**src/rtl/whack_pkg.sv**
```systemverilog
// Shared types and constants for the whack-a-mole round engine: FSM state
// encoding and the 16-bit mole-selection LFSR (x^16+x^14+x^13+x^11+1).
package whack_pkg;

    typedef enum logic [2:0] {
        IDLE = 3'd0,
        SHOW = 3'd1,
        GAP  = 3'd2,
        LOG  = 3'd3,
        DONE = 3'd4
    } state_e;

    localparam logic [15:0] LFSR_SEED = 16'hACE1;
    // Galois form: bits 15,13,12,10 of the right-shifting register.
    localparam logic [15:0] LFSR_TAPS = 16'hB400;

    function automatic logic [15:0] lfsr_next(input logic [15:0] cur);
        logic [15:0] nxt;
        nxt = cur >> 1;
        if (cur[0]) begin
            nxt = nxt ^ LFSR_TAPS;
        end
        return nxt;
    endfunction

endpackage

```
**src/rtl/whack_tick_div.sv**
```systemverilog
// Tick divider: counts 0..TICK_CYCLES-1 and pulses tick on the last count.
// clr restarts the interval so the next tick lands exactly TICK_CYCLES later.
module whack_tick_div #(
    parameter int unsigned TICK_CYCLES = 50000000
) (
    input  logic clk,
    input  logic Reset,
    input  logic clr,
    output logic tick
);

    localparam int unsigned CNT_W = (TICK_CYCLES > 1) ? $clog2(TICK_CYCLES) : 1;
    localparam logic [CNT_W-1:0] CNT_LAST = CNT_W'(TICK_CYCLES - 1);

    logic [CNT_W-1:0] cnt_q;
    logic [CNT_W-1:0] cnt_d;

    always_comb begin
        if (clr || (cnt_q == CNT_LAST)) begin
            cnt_d = '0;
        end else begin
            cnt_d = cnt_q + 1'b1;
        end
    end

    // NOTE: sequential state uses non-blocking assignments and a synchronous reset.
    always_ff @(posedge clk) begin
        if (Reset) begin
            cnt_q <= '0;
        end else begin
            cnt_q <= cnt_d;
        end
    end

    assign tick = (cnt_q == CNT_LAST);

endmodule

```
**src/rtl/whack_round_engine.sv**
```systemverilog
// Whack-a-mole round engine: lights one mole per round, credits hits, times
// moles and gaps in ticks, and logs the final score. Optional: MISS_PENALTY_EN.
module whack_round_engine
    import whack_pkg::*;
#(
    parameter int unsigned NUM_HOLES   = 4,
    parameter int unsigned SCORE_W     = 8,
    parameter int unsigned ADDR_W      = 5,
    parameter int unsigned TICK_CYCLES = 50000000,
    parameter int unsigned UP_TICKS    = 2,
    parameter int unsigned GAP_TICKS   = 1,
    parameter int unsigned NUM_ROUNDS  = 10
) (
    input  logic                 clk,
    input  logic                 Reset,
    input  logic                 start,
    input  logic [NUM_HOLES-1:0] hit,
    output logic [NUM_HOLES-1:0] mole,
    output logic [SCORE_W-1:0]   score,
    output logic [7:0]           round_cnt,
    output logic                 game_active,
    output logic                 game_over,
    output logic                 hit_flag,
    output logic                 wren,
    output logic [ADDR_W-1:0]    address,
    output logic [SCORE_W-1:0]   data_result
);

    localparam int unsigned HOLE_W = $clog2(NUM_HOLES);
    localparam int unsigned TL_MAX = (UP_TICKS > GAP_TICKS) ? UP_TICKS : GAP_TICKS;
    localparam int unsigned TL_W   = $clog2(TL_MAX + 1);

    state_e               state_q,       state_d;
    logic [15:0]          lfsr_q,        lfsr_d;
    logic [HOLE_W-1:0]    hole_q,        hole_d;
    logic [TL_W-1:0]      ticks_left_q,  ticks_left_d;
    logic [NUM_HOLES-1:0] mole_q,        mole_d;
    logic [SCORE_W-1:0]   score_q,       score_d;
    logic [7:0]           round_cnt_q,   round_cnt_d;
    logic                 game_active_q, game_active_d;
    logic                 game_over_q,   game_over_d;
    logic                 hit_flag_q,    hit_flag_d;
    logic                 wren_q,        wren_d;
    logic [ADDR_W-1:0]    address_q,     address_d;
    logic [SCORE_W-1:0]   data_result_q, data_result_d;

    logic tick;
    logic entering;
    logic interval_done;
    logic correct_hit;
`ifdef MISS_PENALTY_EN
    logic wrong_hit;
`endif

    whack_tick_div #(
        .TICK_CYCLES (TICK_CYCLES)
    ) u_tick_div (
        .clk   (clk),
        .Reset (Reset),
        .clr   (entering),
        .tick  (tick)
    );

    // NOTE: every always_comb output gets a default first so no latch is inferred.
    always_comb begin
        state_d       = state_q;
        lfsr_d        = lfsr_next(lfsr_q);
        hole_d        = hole_q;
        ticks_left_d  = ticks_left_q;
        score_d       = score_q;
        round_cnt_d   = round_cnt_q;
        hit_flag_d    = 1'b0;
        address_d     = address_q;
        data_result_d = data_result_q;

        interval_done = tick && (ticks_left_q == TL_W'(1));
        correct_hit   = hit[hole_q];
`ifdef MISS_PENALTY_EN
        wrong_hit     = |(hit & ~mole_q);
`endif

        if (tick && (ticks_left_q != '0) && ((state_q == SHOW) || (state_q == GAP))) begin
            ticks_left_d = ticks_left_q - 1'b1;
        end

        case (state_q)
            IDLE, DONE: begin
                if (start) begin
                    state_d     = SHOW;
                    score_d     = '0;
                    round_cnt_d = '0;
                end
            end
            SHOW: begin
                if (correct_hit) begin
                    score_d    = (score_q == '1) ? score_q : score_q + 1'b1;
                    hit_flag_d = 1'b1;
                    state_d    = GAP;
                end else begin
`ifdef MISS_PENALTY_EN
                    if (wrong_hit && (score_q != '0)) begin
                        score_d = score_q - 1'b1;
                    end
`endif
                    if (interval_done) begin
                        state_d = GAP;
                    end
                end
                if (state_d == GAP) begin
                    round_cnt_d = round_cnt_q + 1'b1;
                end
            end
            GAP: begin
                if (interval_done) begin
                    state_d = (round_cnt_q < 8'(NUM_ROUNDS)) ? SHOW : LOG;
                end
            end
            LOG: begin
                state_d   = DONE;
                address_d = address_q + 1'b1;
            end
            default: begin
                state_d = IDLE;
            end
        endcase

        // Each state entry restarts the tick divider and reloads the interval.
        entering = (state_d != state_q);
        if (entering && (state_d == SHOW)) begin
            hole_d       = lfsr_q[HOLE_W-1:0];
            ticks_left_d = TL_W'(UP_TICKS);
        end
        if (entering && (state_d == GAP)) begin
            ticks_left_d = TL_W'(GAP_TICKS);
        end
        if (entering && (state_d == LOG)) begin
            data_result_d = score_d;
        end

        mole_d        = (state_d == SHOW) ? (NUM_HOLES'(1) << hole_d) : '0;
        game_active_d = (state_d == SHOW) || (state_d == GAP);
        game_over_d   = (state_d == DONE);
        wren_d        = (state_d == LOG);
    end

    always_ff @(posedge clk) begin
        if (Reset) begin
            state_q       <= IDLE;
            lfsr_q        <= LFSR_SEED;
            hole_q        <= '0;
            ticks_left_q  <= '0;
            mole_q        <= '0;
            score_q       <= '0;
            round_cnt_q   <= '0;
            game_active_q <= 1'b0;
            game_over_q   <= 1'b0;
            hit_flag_q    <= 1'b0;
            wren_q        <= 1'b0;
            address_q     <= '0;
            data_result_q <= '0;
        end else begin
            state_q       <= state_d;
            lfsr_q        <= lfsr_d;
            hole_q        <= hole_d;
            ticks_left_q  <= ticks_left_d;
            mole_q        <= mole_d;
            score_q       <= score_d;
            round_cnt_q   <= round_cnt_d;
            game_active_q <= game_active_d;
            game_over_q   <= game_over_d;
            hit_flag_q    <= hit_flag_d;
            wren_q        <= wren_d;
            address_q     <= address_d;
            data_result_q <= data_result_d;
        end
    end

    assign mole        = mole_q;
    assign score       = score_q;
    assign round_cnt   = round_cnt_q;
    assign game_active = game_active_q;
    assign game_over   = game_over_q;
    assign hit_flag    = hit_flag_q;
    assign wren        = wren_q;
    assign address     = address_q;
    assign data_result = data_result_q;

endmodule
```
**config.mk**
```make
export PLATFORM = sky130hd
export DESIGN_NAME = whack_round_engine
export DESIGN_NICKNAME = d
export VERILOG_FILES = /design/src/rtl/whack_pkg.sv /design/src/rtl/whack_tick_div.sv /design/src/rtl/whack_round_engine.sv
export SDC_FILE = /design/constraint.sdc
export NUM_CORES = 1
export LEC_CHECK = 0
export BUFFER_PORTS_ARGS = -buffer_cell sky130_fd_sc_hd__buf_2
export CAP_MARGIN = 15
export CORE_MARGIN = 2
export CORE_UTILIZATION = 35
export DETAILED_ROUTE_END_ITERATION = 16
export PLACE_DENSITY = 0.58
export REMOVE_ABC_BUFFERS = 1
export SYNTH_ARGS = -nofsm -noshare
export SYNTH_HDL_FRONTEND = slang
export SYNTH_SLANG_ARGS = --single-unit
```
**constraint.sdc**
```tcl
create_clock -name clk -period 3.2 [get_ports clk]
set_input_delay 0.32 -clock clk [delete_from_list [all_inputs] [get_ports clk]]
set_output_delay 0.32 -clock clk [all_outputs]
set_load 0.005 [all_outputs]
```
==> out/metrics.cfg, run 1 <==
[grt]
grt_overflow_total=0
antenna_found_initial=1
grt_pass1_wl_um=12390
grt_pass1_vias=2660
grt_max_degree=47
grt_usage_pct=13.42

[sta]
rsz0062_at_grt=false
setup_tns_ns=0
finalClockSkew_ns=0.007683
slew_headroom_pct=39.44
setup_violations=0
fin_crit_ns=2.451
hold_viol=0
tightest_slew_ns=0.9000
slew_violations=0
fmax_mhz=408.0
period_share_pct=76.59

[pwr]
p_per_area_mw_per_mm2=477.2
power.total_mw=2.015
vdd_drop_max_mv=0.2409
p_leak_nw=1.597

[logic_synthesis]
syn-instance-count=402
yosysWarnings=0
yosysUniqueCellTypes=51
synth_seq_area_share_pct=46.90
synth_top_area_share_pct=46.90
syn_area_per_cell_um2=9.132
synth.area.top_cells=dfxtp_1 (47%), nor2_1 (6.9%), xnor2_1 (4.5%), xor2_1 (4.3%), mux2_4 (3.3%)
ys_ff_latch=86
ys.flop_type=dfxtp_1
syn_area_mm2=0.003671
async_reset_ff_share_pct=0
ys_top_cells_by_count=dfxtp_1 (86), nor2_1 (67), nand2_1 (30)
synth_edf_count=0
yosysMostFrequentCell=dfxtp_1
synth.largest_area_cell=dfxtp_1

[route]
dr.first_iter.drc_count=136
vias=2811
post_drt_wl_per_cell_um=12.39
drc=0
dr.pass1.iters=5
antenna_left=0
finalWirelength_um=7248
viasPerCell=4.805

[placed_design]
portBuffers=43
dp_cells=569
dpl.hpwl_um=5013
gp_congestion=0.8608

[worst_hold_path]
hold_class=in -> reg

[floorplan]
die_area_mm2=0.01132
fp-row-count=37
core_area_mm2=0.01023
num_io_pins=44
initial_core_util_pct=35.88
chipWidth_um=106.4
dieHeight_um=106.4

[worst_setup_path]
cp.arrival_ns=2.71
crit_path_end_kind=flop
r2r_end=data_result[0]$_SDFFE_PP0P_
ff2ff_path_depth=7
reg2reg_slack_ns=0.75
required_ns=3.46
cp_max_fo=8
critPathCapture=data_result[0]$_SDFFE_PP0P_
r2r_start=u_tick_div.cnt_q[0]$_SDFF_PP0_
cp-start-kind=flop
cp-startpoint=u_tick_div.cnt_q[0]$_SDFF_PP0_
crit_type=reg -> reg

[clock_network]
postCtsHoldBufs=0
post_cts_buffers=0
cts_tree=done
cts_resized=0
cts_buffers=9
clock-sinks=86
clkSlewWorstSetupHoldPaths_ns=0.09
worstSkewPairLatency_ns=0.36
h-tree-depth=3
cts_buffer_depth=2
root_buffer=clkbuf_8

[layout]
area_growth_pct=15.00
drive_gt1_share_pct=19.82
nets=457
diodes=0
multi_input_area_mm2=0.001858
fill_cells=1028
layout.cells.non_filler=585
regArea_mm2=0.001722

[job]
maxCapViolCount=0

[outcome]
outcome=completed

-- sequential cells by signal, indices dropped and copies added (netlist names) --
signal	flops
data_result	8
state_q	3
u_tick_div.cnt_q	26
score	8
hole_q	2
ticks_left_q	2
lfsr_q	16
wren	1
hit_flag	1
mole	4
game_active	1
address	5
round_cnt	8
game_over	1
-- metrics by stage --
stage	setup slack, ns	util, %	hold WS (ns)	area (µm²)
after floorplan	0.8548	-	0.3891	3613
after global placement	0.7961	39.31	0.3919	4021
after detailed placement	0.7344	39.31	0.3933	4021
after CTS	0.7102	41.26	0.1990	4222
after global routing	0.4972	41.26	0.2134	4222
final	0.7492	41.26	0.2111	4222
-- routing by layer --
layer,global-route usage [%],wire [µm],up-vias
li1,-,-,1449
met1,17.64,3608,1298
met2,21.02,3182,53
met3,4.353,342,9
met4,4.082,104,2
met5,0,11,-
-- worst max-delay path: stages, from the launching register on --
cell and delay [ns]:
dfxtp_1 0.38, ha_1 0.22, nand3_2 0.15, or4_4 0.54
or4b_4 0.51, o211ai_2 0.11, nor2_4 0.12, mux2_4 0.32
-- worst min-delay path by stage --
stage / slack [ns] / cells past startpoint / start / endpoint
final: 0.21 / 2 / Reset / round_cnt[1]$_SDFFE_PP0P_
after global routing: 0.21 / 2 / Reset / round_cnt[1]$_SDFFE_PP0P_
after CTS: 0.20 / 2 / Reset / round_cnt[1]$_SDFFE_PP0P_
after detailed placement: 0.39 / 1 / lfsr_q[6]$_SDFF_PP1_ / lfsr_q[5]$_SDFF_PP1_
after global placement: 0.39 / 1 / lfsr_q[6]$_SDFF_PP1_ / lfsr_q[5]$_SDFF_PP1_
after floorplan: 0.39 / 1 / Reset / round_cnt[1]$_SDFFE_PP0P_
-- final cells by class --
| cell class | count | share of cell area, % |
|---|---|---|
| inverter | 9 | 0.8002 |
| clock buffer | 9 | 2.934 |
| multi-input combinational | 292 | 44.01 |
| timing repair buffer | 46 | 5.631 |
| clock inverter | 7 | 1.808 |
| tap | 136 | 4.031 |
| sequential | 86 | 40.78 |
-- power breakdown --
group,switching [mW],internal (mW),total (mW)
registers,0.0189,1.10,1.12
logic,0.0891,0.0566,0.146
clock network,0.443,0.310,0.753
-- kinds of logic after synthesis --
kind of cell	Yosys count	synth area share, %
buffers and inverters	24	2.488
XOR/XNOR	37	8.828
AND/OR/NAND/NOR	196	27.44
multiplexers	15	5.590
AO/OA/AOI/OAI	38	6.714
flip-flops	86	46.90
adder cells (fa/ha/maj)	6	2.045
-- placed cells by master, fill, tap and decap left out, types with 3 or more instances in the layout --
cell type	instances
buf_2	43
xnor2_1	19
o31ai_1	3
and2_1	3
nand4_1	13
nor4_1	5
nand2b_1	3
nor3_1	6
nand3_1	13
o21ai_0	4
and3_1	5
buf_4	3
dfxtp_1	86
inv_8	3
nor2_1	67
nand3b_1	3
nor2b_1	18
inv_1	8
a21oi_1	13
nor3b_1	4
nand2_1	30
ha_1	6
mux2i_1	4
a31oi_1	3
xor2_1	18
or2_2	10
clkbuf_8	9
mux2_4	8
or3_1	4
Power figures use the tool's default switching activity.
==> inputs of run 2 (changes only) <==
--- a/config.mk
+++ b/config.mk
@@ -10,7 +10,7 @@
 export CORE_MARGIN = 2
 export CORE_UTILIZATION = 35
 export DETAILED_ROUTE_END_ITERATION = 16
-export PLACE_DENSITY = 0.58
+export PLACE_DENSITY = 0.59
 export REMOVE_ABC_BUFFERS = 1
 export SYNTH_ARGS = -nofsm -noshare
 export SYNTH_HDL_FRONTEND = slang
==> constraint.sdc (replaced) <==
create_clock -name clk -period 2.1 [get_ports clk]
set_input_delay 0.21 -clock clk [delete_from_list [all_inputs] [get_ports clk]]
set_output_delay 0.21 -clock clk [all_outputs]
set_load 0.005 [all_outputs]
==> run 2 against run 1 <==
  * Via count is 9.1% higher
  * Critical path type unchanged
  * Power is 59% higher
  * Non-clock buffer count is 62 higher
  * Maximum frequency is 5.6% higher
  * Combinational power is 120% higher
  * Critical endpoint unchanged
  * Routed wire length is 11% higher
  * Core utilization is 6.4 points higher
  * Register-to-register slack worse by 0.97 ns
  * Critical path depth is 1 higher
  * The run now ends with setup timing left
  * First-iteration DRC count is 17% lower
  * Worst hold slack better by 0.0048 ns
  * Clock skew is 0.0051 ns higher
==> out/metrics.cfg, run 2 (synthesized netlist as in run 1, its figures left out) <==
[worst_setup_path]
cp.arrival_ns=2.59  ; was 2.71 ns
cp_max_fo=8  ; unchanged
required_ns=2.37  ; was 3.46 ns
cp-start-kind=flop  ; unchanged
crit_path_end_kind=flop  ; unchanged
crit_type=reg -> reg  ; unchanged

[pwr]
p_per_area_mw_per_mm2=656.0  ; was 477.2 mW/mm²
pwr-share-comb_pct=10.2  ; was 7.2%
power.switching_mw=0.8956  ; was 0.5505 mW
switching_share_pct=28.02  ; was 27.33%
vdd_drop_max_mv=0.4846  ; was 0.2409 mV
p_leak_nw=1.948  ; was 1.597 nW
clkPwrFrac_pct=36.6  ; was 37.4%
intPower_mw=2.301  ; was 1.464 mW
power_frac_seq_pct=53.1  ; was 55.4%

[floorplan]
num_io_pins=44  ; unchanged
initial_core_util_pct=35.88  ; unchanged
fp-row-count=37  ; unchanged
die_area_mm2=0.01132  ; unchanged
chipWidth_um=106.4  ; unchanged
dieHeight_um=106.4  ; unchanged
core_area_mm2=0.01023  ; unchanged

[sta]
fmax_mhz=430.9  ; was 408.0 MHz
slew_violations=0  ; unchanged
hold_viol=0  ; unchanged
setup_violations=14  ; was 0
setup_slack_ns=-0.2207  ; was 0.7492 ns
fin_crit_ns=2.321  ; was 2.451 ns
slew_headroom_pct=52.35  ; was 39.44%
setup_tns_ns=-2.356  ; was 0 ns
rsz0062_at_grt=true  ; was false
tightest_slew_ns=0.7147  ; was 0.9000 ns
finalClockSkew_ns=0.01281  ; was 0.007683 ns
period_share_pct=110.5  ; was 76.59%

[job]
maxCapViolCount=0  ; unchanged

[placed_design]
dpl.hpwl_um=5704  ; was 5013 µm
gp_congestion=0.7723  ; was 0.8608
dp_cells=624  ; was 569
portBuffers=43  ; unchanged

[grt]
grt_pass1_vias=2999  ; was 2660
grt_max_degree=28  ; was 47
grt_usage_pct=15.20  ; was 13.42%
grt_pass1_wl_um=13970  ; was 12390 µm
grt_overflow_total=0  ; unchanged
antenna_found_initial=1  ; unchanged

[route]
post_drt_wl_per_cell_um=12.46  ; was 12.39 µm
vias=3066  ; was 2811
drc=0  ; unchanged
dr.pass1.iters=4  ; was 5
antenna_left=0  ; unchanged
dr.first_iter.drc_count=113  ; was 136
finalWirelength_um=8059  ; was 7248 µm
viasPerCell=4.739  ; was 4.805

[clock_network]
clock-sinks=86  ; unchanged
worstSkewPairLatency_ns=0.37  ; was 0.36 ns
cts_buffers=9  ; unchanged
h-tree-depth=3  ; unchanged
root_buffer=clkbuf_8  ; unchanged
cts_buffer_depth=2  ; unchanged
postCtsHoldBufs=0  ; unchanged
clkSlewWorstSetupHoldPaths_ns=0.10  ; was 0.09 ns
cts_tree=done  ; unchanged

[outcome]
violations=setup timing
outcome=finished with violations  ; was completed

[layout]
layout_common_cells=dfxtp_1 (82), nor2_1 (64), buf_4 (61)  ; was dfxtp_1 (86), nor2_1 (67), buf_2 (43)
largest_reg_flops=26  ; unchanged
layout.cells.non_filler=647  ; was 585
nets=519  ; was 457
diodes=0  ; unchanged
mostFrequentLayoutCell=dfxtp_1  ; unchanged
area_growth_pct=32.72  ; was 15.00%
regMostFlops=u_tick_div.cnt_q  ; unchanged
top_regs=u_tick_div.cnt_q (26), lfsr_q (16)  ; unchanged
drive_gt1_share_pct=34.64  ; was 19.82%

[worst_hold_path]
hold_class=in -> reg  ; unchanged

run 2: cell type report:
class	count	area, µm²
Timing Repair Buffer	108	735.7
Sequential cell	86	1727
Tap cell	136	170.2
Inverter	9	33.78
Multi-Input combinational cell	292	2006
Fill cell	972	5359
Clock buffer	9	123.9
Clock inverter	7	76.32
run 2: worst paths after layout:
check / slack [ns] / cells past startpoint / from / to
setup / recovery: -0.22 / 8 / u_tick_div.cnt_q[0]$_SDFF_PP0_ / data_result[0]$_SDFFE_PP0P_
hold / removal: 0.22 / 2 / Reset / round_cnt[0]$_SDFFE_PP0P_
setup reg to reg: -0.22 / 8 / u_tick_div.cnt_q[0]$_SDFF_PP0_ / data_result[0]$_SDFFE_PP0P_
hold reg to reg: 0.42 / 1 / lfsr_q[6]$_SDFF_PP1_ / lfsr_q[5]$_SDFF_PP1_
run 2: worst max-delay path: stages (launching register included):
cell and delay (ns):
dfxtp_2 0.37, ha_4 0.15, nand3_4 0.08, or4_4 0.49, or4b_4 0.52, o211ai_4 0.11, nor2_4 0.05, buf_12 0.15
mux2_4 0.29
run 2: stage by stage:
step | cell area (µm²) | power, mW | hold WS [ns] | utilization, % | worst slack [ns]
after floorplan | 3613 | 1.881 | 0.2791 | - | -0.2452
final | 4872 | 3.196 | 0.2159 | 47.62 | -0.2207
after detailed placement | 4447 | 2.007 | 0.3957 | 43.46 | -0.2519
after global routing | 4872 | 3.352 | 0.2517 | 47.62 | -0.3047
after CTS | 4787 | 3.211 | 0.2021 | 46.79 | -0.2310
after global placement | 4447 | 2.002 | 0.3957 | 43.46 | -0.1806
run 2: power groups by stage:
| stage | logic (mW) | registers, mW | clock network (mW) |
|---|---|---|---|
| detailed placement | 0.274 | 1.73 | 0 |
| CTS | 0.306 | 1.70 | 1.21 |
| finish | 0.326 | 1.70 | 1.17 |
| floorplan | 0.147 | 1.73 | 0 |
| global route | 0.361 | 1.70 | 1.29 |
| global placement | 0.271 | 1.73 | 0 |
run 2: repair_timing:
item | in CTS | in global routing
buffers inserted | 5 | 3
resized for setup | 20 | 17
pin swaps | 2 | 5
setup endpoints to repair | 17 | 49
run 2: per-layer routing:
metal  wire length, µm  global-route usage (%)
met1              3823                   20.10
met2              3793                   24.50
met3               338                   4.476
met4                93                   3.618
met5                11                       0
